--- src/rtl/elevator_ctrl_n_if.sv ---
// rtl/elevator_ctrl_n_if.sv - request/status bundle between the elevator core and its surroundings
// Optional ELEVATOR_ESTOP_EN adds the ESTOP input and FAULT output to the bundle.
interface elevator_ctrl_n_if #(
   parameter int NUM_FLOORS = 8,
   parameter int FLOOR_W    = 3
);
   logic                  REQ_VALID;
   logic [FLOOR_W-1:0]    REQ_FLOOR;
   logic                  HOLD;
   logic [FLOOR_W-1:0]    FLOOR;
   logic                  DIR_UP;
   logic                  MOVING;
   logic                  DOOR_OPEN;
   logic [NUM_FLOORS-1:0] PENDING;
   logic                  ARRIVED;
`ifdef ELEVATOR_ESTOP_EN
   logic                  ESTOP;
   logic                  FAULT;

   modport master (
      output REQ_VALID, REQ_FLOOR, HOLD, ESTOP,
      input  FLOOR, DIR_UP, MOVING, DOOR_OPEN, PENDING, ARRIVED, FAULT
   );
   modport slave (
      input  REQ_VALID, REQ_FLOOR, HOLD, ESTOP,
      output FLOOR, DIR_UP, MOVING, DOOR_OPEN, PENDING, ARRIVED, FAULT
   );
`else
   modport master (
      output REQ_VALID, REQ_FLOOR, HOLD,
      input  FLOOR, DIR_UP, MOVING, DOOR_OPEN, PENDING, ARRIVED
   );
   modport slave (
      input  REQ_VALID, REQ_FLOOR, HOLD,
      output FLOOR, DIR_UP, MOVING, DOOR_OPEN, PENDING, ARRIVED
   );
`endif
endinterface

--- src/rtl/elevator_ctrl_n.sv ---
// rtl/elevator_ctrl_n.sv - N-floor SCAN elevator controller core with TICK-based travel and door timers
// Optional ELEVATOR_ESTOP_EN: emergency stop freezes motion and timers and raises FAULT.
module elevator_ctrl_n #(
   parameter int NUM_FLOORS = 8,
   parameter int FLOOR_W    = 3,
   parameter int MOVE_TICKS = 4,
   parameter int DOOR_TICKS = 3
) (
   input  logic           CLOCK_50,
   input  logic           RESET,
   input  logic           TICK,
   elevator_ctrl_n_if.slave bus
);
   localparam int TMAX = (MOVE_TICKS > DOOR_TICKS) ? MOVE_TICKS : DOOR_TICKS;
   localparam int TW   = (TMAX > 1) ? $clog2(TMAX) : 1;
   localparam logic [TW-1:0] MOVE_LOAD = TW'(MOVE_TICKS - 1);
   localparam logic [TW-1:0] DOOR_LOAD = TW'(DOOR_TICKS - 1);

   typedef enum logic [1:0] {ST_IDLE, ST_MOVE, ST_DOOR} state_t;

   state_t                state_q, state_n;
   logic [FLOOR_W-1:0]    floor_q, floor_n;
   logic                  dir_q, dir_n;
   logic [NUM_FLOORS-1:0] pend_q, pend_n;
   logic [TW-1:0]         move_q, move_n;
   logic [TW-1:0]         door_q, door_n;
   logic                  arr_q, arr_n;
   logic [NUM_FLOORS-1:0] set_mask, clr_mask;
   logic                  tick_en, run, req_ok, same_door, can_step;
   logic [FLOOR_W-1:0]    step_floor;

   function automatic logic [NUM_FLOORS-1:0] onehot(input logic [FLOOR_W-1:0] f);
      onehot = '0;
      for (int i = 0; i < NUM_FLOORS; i++)
         if (i == int'(f)) onehot[i] = 1'b1;
   endfunction

   function automatic logic any_side(input logic [NUM_FLOORS-1:0] v,
                                     input logic [FLOOR_W-1:0] f, input logic up);
      any_side = 1'b0;
      for (int i = 0; i < NUM_FLOORS; i++)
         if (v[i] && (up ? (i > int'(f)) : (i < int'(f)))) any_side = 1'b1;
   endfunction

`ifdef ELEVATOR_ESTOP_EN
   logic fault_q;
   assign tick_en = TICK & ~bus.ESTOP;
   assign run     = ~bus.ESTOP;
   always_ff @(posedge CLOCK_50) begin
      if (RESET) fault_q <= 1'b0;
      else       fault_q <= bus.ESTOP;
   end
   assign bus.FAULT = fault_q;
`else
   assign tick_en = TICK;
   assign run     = 1'b1;
`endif

   assign req_ok     = bus.REQ_VALID && (int'(bus.REQ_FLOOR) < NUM_FLOORS);
   assign same_door  = req_ok && (state_q == ST_DOOR) && (bus.REQ_FLOOR == floor_q);
   assign can_step   = dir_q ? (int'(floor_q) < NUM_FLOORS - 1) : (floor_q != '0);
   assign step_floor = dir_q ? floor_q + FLOOR_W'(1) : floor_q - FLOOR_W'(1);

   always_comb begin
      state_n  = state_q;
      floor_n  = floor_q;
      dir_n    = dir_q;
      move_n   = move_q;
      door_n   = door_q;
      arr_n    = 1'b0;
      clr_mask = '0;
      set_mask = (req_ok && !same_door) ? onehot(bus.REQ_FLOOR) : '0;

      if (tick_en) begin
         case (state_q)
            ST_IDLE: begin
               if ((pend_q & onehot(floor_q)) != '0) begin
                  clr_mask = onehot(floor_q);
                  state_n  = ST_DOOR;
                  door_n   = DOOR_LOAD;
               end else if (any_side(pend_q, floor_q, dir_q)) begin
                  state_n = ST_MOVE;
                  move_n  = MOVE_LOAD;
               end else if (any_side(pend_q, floor_q, !dir_q)) begin
                  dir_n   = !dir_q;
                  state_n = ST_MOVE;
                  move_n  = MOVE_LOAD;
               end
            end
            ST_MOVE: begin
               if (move_q != '0) begin
                  move_n = move_q - TW'(1);
               end else if (!can_step) begin
                  state_n = ST_IDLE;
               end else begin
                  // Arrival decision looks at the floor being entered, not the one left.
                  floor_n = step_floor;
                  arr_n   = 1'b1;
                  if ((pend_q & onehot(step_floor)) != '0) begin
                     clr_mask = onehot(step_floor);
                     state_n  = ST_DOOR;
                     door_n   = DOOR_LOAD;
                  end else if (any_side(pend_q, step_floor, dir_q)) begin
                     move_n = MOVE_LOAD;
                  end else begin
                     state_n = ST_IDLE;
                  end
               end
            end
            ST_DOOR: begin
               if (bus.HOLD)            door_n  = DOOR_LOAD;
               else if (door_q != '0)   door_n  = door_q - TW'(1);
               else                     state_n = ST_IDLE;
            end
            default: state_n = ST_IDLE;
         endcase
      end

      // A call for the floor whose door is open keeps the door open instead of queueing.
      if (same_door && run) begin
         state_n = ST_DOOR;
         door_n  = DOOR_LOAD;
      end

      pend_n = (pend_q | set_mask) & ~clr_mask;
   end

   always_ff @(posedge CLOCK_50) begin
      if (RESET) begin
         state_q <= ST_IDLE;
         floor_q <= '0;
         dir_q   <= 1'b1;
         pend_q  <= '0;
         move_q  <= '0;
         door_q  <= '0;
         arr_q   <= 1'b0;
      end else begin
         state_q <= state_n;
         floor_q <= floor_n;
         dir_q   <= dir_n;
         pend_q  <= pend_n;
         move_q  <= move_n;
         door_q  <= door_n;
         arr_q   <= arr_n;
      end
   end

   assign bus.FLOOR     = floor_q;
   assign bus.DIR_UP    = dir_q;
   assign bus.MOVING    = (state_q == ST_MOVE);
   assign bus.DOOR_OPEN = (state_q == ST_DOOR);
   assign bus.PENDING   = pend_q;
   assign bus.ARRIVED   = arr_q;
endmodule

--- src/flat_wrapper.sv ---
// flat-port wrapper written by rule: the top's interface ports become plain ports
module elevator_ctrl_n_flat 
#(
   parameter int NUM_FLOORS = 8,
   parameter int FLOOR_W    = 3,
   parameter int MOVE_TICKS = 4,
   parameter int DOOR_TICKS = 3
)
  (CLOCK_50, RESET, TICK, bus_REQ_VALID, bus_REQ_FLOOR, bus_HOLD, bus_FLOOR, bus_DIR_UP, bus_MOVING, bus_DOOR_OPEN, bus_PENDING, bus_ARRIVED);
  elevator_ctrl_n_if #(.NUM_FLOORS(NUM_FLOORS), .FLOOR_W(FLOOR_W)) bus_i ();
  input  logic CLOCK_50;
  input  logic RESET;
  input  logic TICK;
  input wire logic [$bits(bus_i.REQ_VALID)-1:0] bus_REQ_VALID;
  input wire logic [$bits(bus_i.REQ_FLOOR)-1:0] bus_REQ_FLOOR;
  input wire logic [$bits(bus_i.HOLD)-1:0] bus_HOLD;
  output wire logic [$bits(bus_i.FLOOR)-1:0] bus_FLOOR;
  output wire logic [$bits(bus_i.DIR_UP)-1:0] bus_DIR_UP;
  output wire logic [$bits(bus_i.MOVING)-1:0] bus_MOVING;
  output wire logic [$bits(bus_i.DOOR_OPEN)-1:0] bus_DOOR_OPEN;
  output wire logic [$bits(bus_i.PENDING)-1:0] bus_PENDING;
  output wire logic [$bits(bus_i.ARRIVED)-1:0] bus_ARRIVED;
  assign bus_i.REQ_VALID = bus_REQ_VALID;
  assign bus_i.REQ_FLOOR = bus_REQ_FLOOR;
  assign bus_i.HOLD = bus_HOLD;
  assign bus_FLOOR = bus_i.FLOOR;
  assign bus_DIR_UP = bus_i.DIR_UP;
  assign bus_MOVING = bus_i.MOVING;
  assign bus_DOOR_OPEN = bus_i.DOOR_OPEN;
  assign bus_PENDING = bus_i.PENDING;
  assign bus_ARRIVED = bus_i.ARRIVED;
  elevator_ctrl_n #(.NUM_FLOORS(NUM_FLOORS), .FLOOR_W(FLOOR_W), .MOVE_TICKS(MOVE_TICKS), .DOOR_TICKS(DOOR_TICKS)) u_core (.CLOCK_50(CLOCK_50), .RESET(RESET), .TICK(TICK), .bus(bus_i));
endmodule
--- config.mk ---
export PLATFORM = sky130hd
export DESIGN_NAME = elevator_ctrl_n_flat
export DESIGN_NICKNAME = d
export VERILOG_FILES = /design/src/rtl/elevator_ctrl_n_if.sv /design/src/rtl/elevator_ctrl_n.sv /design/src/flat_wrapper.sv
export SDC_FILE = /design/constraint.sdc
export NUM_CORES = 1
export LEC_CHECK = 0
export ABC_AREA = 1
export BUFFER_PORTS_ARGS = -buffer_cell sky130_fd_sc_hd__buf_2
export CORE_ASPECT_RATIO = 2
export CORE_MARGIN = 1.5
export CORE_UTILIZATION = 64
export CTS_CLUSTER_SIZE = 12
export DETAILED_ROUTE_END_ITERATION = 12
export PLACE_DENSITY_LB_ADDON = 0.1
export SLEW_MARGIN = 5
export SYNTH_ARGS = -nofsm -noshare
export SYNTH_HDL_FRONTEND = slang
export SYNTH_SLANG_ARGS = --single-unit
--- constraint.sdc ---
create_clock -name CLOCK_50 -period 5.85 [get_ports CLOCK_50]
set_clock_uncertainty 0.05 [all_clocks]
set_input_delay 1.17 -clock CLOCK_50 [delete_from_list [all_inputs] [get_ports CLOCK_50]]
set_output_delay 1.17 -clock CLOCK_50 [all_outputs]
set_load 0.02 [all_outputs]
==> impl_metrics.toml <==
[pwr]
vdd_drop_max_mv = 0.1590
seqPwrFrac_pct = 36.1
p_int_uw = 247.3
power.leakage_uw = 0.001096
swShare_pct = 43.75
cellPowerDensity_nw_per_um2 = 197.5
power_frac_comb_pct = 42.5
switching_power_uw = 192.3
power_frac_clock_pct = 21.4
finalPower_uw = 439.7

[sta]
period_needed_ns = 2.906
max_freq_mhz = 344.1
setup_tns_ns = 0
worstMarginPinSlew_ns = 0.7282
slew_violations = 0
fin_crit_sh_pct = 49.68
rsz0062_at_grt = "no"
setup_violations = 0
hold_slack_ns = 0.4321
relSlewSlack_pct = 51.38
finalHoldViolCount = 0

[clocking]
clkTransAtPathRegs_ns = 0.08
htree_num_levels = 1
cts.root.buffer_cell = "clkbuf_8"
post_cts_resized = 0
post_cts_buffers = 0
clock_path_buffers = 2
cts_tree = "built"
numCtsBuffers = 3
hold_buffers = 0
clock_latency_ns = 0.25
cts_num_sinks = 19

[detailed_routing]
wl_per_cell_um = 15.74
dr.pass1.iters = 4
vias = 2338
drtIter0Drc = 115
drc = 0
wl_mm = 6.058
vias_per_cell = 6.073
detail-route-antenna-nets = 0

[critical_path]
worstSetupPathType = "reg -> reg"
required_ns = 5.93
worstSetupStartpointType = "register"
crit_arrival_ns = 2.99
crit_path_end_kind = "register"
cp_top_family = "simple AND/OR/NAND/NOR gates"
path_cells = "bufinv_16, ha_1, inv_2, nand2_1, nand2_1, nor2_1, nand3_1, nand2_1, nor2_2, nand2_2, nand2_1, o21ai_0, a21oi_1"
slowest_delay_ns = 0.73
critPathSlowestCell = "dfxtp_1"
worst-path-buf-inv = 2
cp_max_fo = 14
path_common_cell = "nand2_1"

[flow_run]
cap_violations = 0

[cells_and_area]
area_delta_synth_final_pct = 4.894
multi_input_area_um2 = 1466
n_antenna_cell = 0
nNetsFinal = 372
drive_gt1_share_pct = 19.49
ff_latch_area_um2 = 380.4
final_area_um2 = 2226
nFillCells = 294

[synthesis]
synthTopCellsByArea = "dfxtp_1 (18%), nand2_1 (16%), nand3_1 (7.8%)"
synth_flop_cell = "dfxtp_1"
ys_ff_latch = 19
synth_most_common_cell = "nand2_1"
synth_commonest_cells = "nand2_1 (88), nand3_1 (33), inv_1 (32), a21oi_1 (26), nor2_1 (26)"
synth_edf_count = 0
synth_area_um2 = 2122
syn_inst = 337
yosysTopAreaCellShare_pct = 17.92
yosysWarnings = 0
yosysTopAreaCell = "dfxtp_1"
yosysSeqAreaShare_pct = 17.92
async_flop_share_pct = 0
synth_cell_types = 45
syn-num-nets = 354
avgSynthCellArea_um2 = 6.297

[grt]
gr-total-overflow = 0
grt_max_degree = 22
grt_pass1_vias = 2315
grt_pass1_wl_mm = 10.40
antenna_found_initial = 0
grt_use_total_pct = 36.28

[floorplan]
die_w_um = 43.72
die_area_um2 = 3691
start_util_pct = 67.22
rows = 29
io_pins = 23
die_y_um = 84.43
fp.coreArea_um2 = 3157

[place]
portBuffers = 22
placed_area_um2 = 2180
place_hpwl_mm = 4.790
place.gp.congestion = 1.004

[outcome]
outcome = "completed"

[min_path]
hold_path_class = "reg -> reg"
## per-stage QoR
step	worst slack [ns]	utilization (%)	cells
6_report	2.944	70.51	385
5_1_grt	2.719	70.51	385
4_1_cts	3.013	70.51	385
3_5_place_dp	3.027	69.04	381
3_3_place_gp	3.048	69.04	381
2_1_floorplan	3.450	-	337
## cells in the final DEF (no fill, tap or decap), types with 4 or more instances in the layout
cell type and count:
o21ai_0 20, buf_2 22, ha_1 9, nor4_1 8, nand2_4 4, o21ai_1 4
nor2_2 7, nand2_2 9, inv_2 5, dfxtp_1 19, nor2_1 26, nand2_1 88
nand3_1 33, a21oi_1 26, inv_1 32, nand3_2 5
## routing by layer
metal	up-vias	part of all wire (%)	GRT usage (%)
li1	1159	-	-
met5	-	0	0
met3	36	5.7	4.731
met2	96	51	63.37
met4	0	6.9	21.76
met1	1047	36	38.97
## final cells by class
cell class	instances	share of cell area, %
Clock buffer	3	1.855
Sequential cell	19	17.09
Clock inverter	1	0.2248
Multi-Input combinational cell	268	65.88
Timing Repair Buffer	22	4.947
Tap cell	31	1.743
Inverter	41	8.263
## path summary, 6_finish.rpt
check	endpoint	from	depth (start not counted)	slack (ns)
worst max-delay path	u_core.bus.PENDING[1]	u_core.bus.FLOOR[0]	13	2.94
worst min-delay path	u_core.door_q[0]	u_core.door_q[0]	2	0.43
worst max register to register	u_core.bus.PENDING[1]	u_core.bus.FLOOR[0]	13	2.94
worst min register to register	u_core.door_q[0]	u_core.door_q[0]	2	0.43
## tightest hold or removal path, stage by stage, from the launching register on
cell and delay (ns):
dfxtp_1 0.32, inv_1 0.07, a21oi_1 0.06
## power groups by stage
stage          clock, uW  sequential [uW]  combinational [uW]
2_1_floorplan          0              158                 147
3_3_place_gp           0              161                 182
3_5_place_dp           0              162                 184
4_1_cts             92.7              158                 185
5_1_grt              100              161                 209
6_report            93.9              159                 187
## logic make-up after synthesis
kind of cell             after synthesis  synth area share [%]
buffers and inverters                 50                 12.97
flip-flops                            19                 17.92
XOR/XNOR                               1                0.4128
AND/OR/NAND/NOR                      195                 46.29
adder cells (fa/ha/maj)                9                 5.307
AO/OA/AOI/OAI                         63                 17.10
## sequential cells by signal (all words and copies together), names as in the netlist
| signal | count |
|---|---|
| u_core.bus.PENDING | 8 |
| u_core.bus.ARRIVED | 1 |
| u_core.bus.FLOOR | 3 |
| u_core.move_q | 2 |
| u_core.bus.DIR_UP | 1 |
| u_core.door_q | 2 |
| u_core.state_q | 2 |
Power figures use the tool's default switching activity.
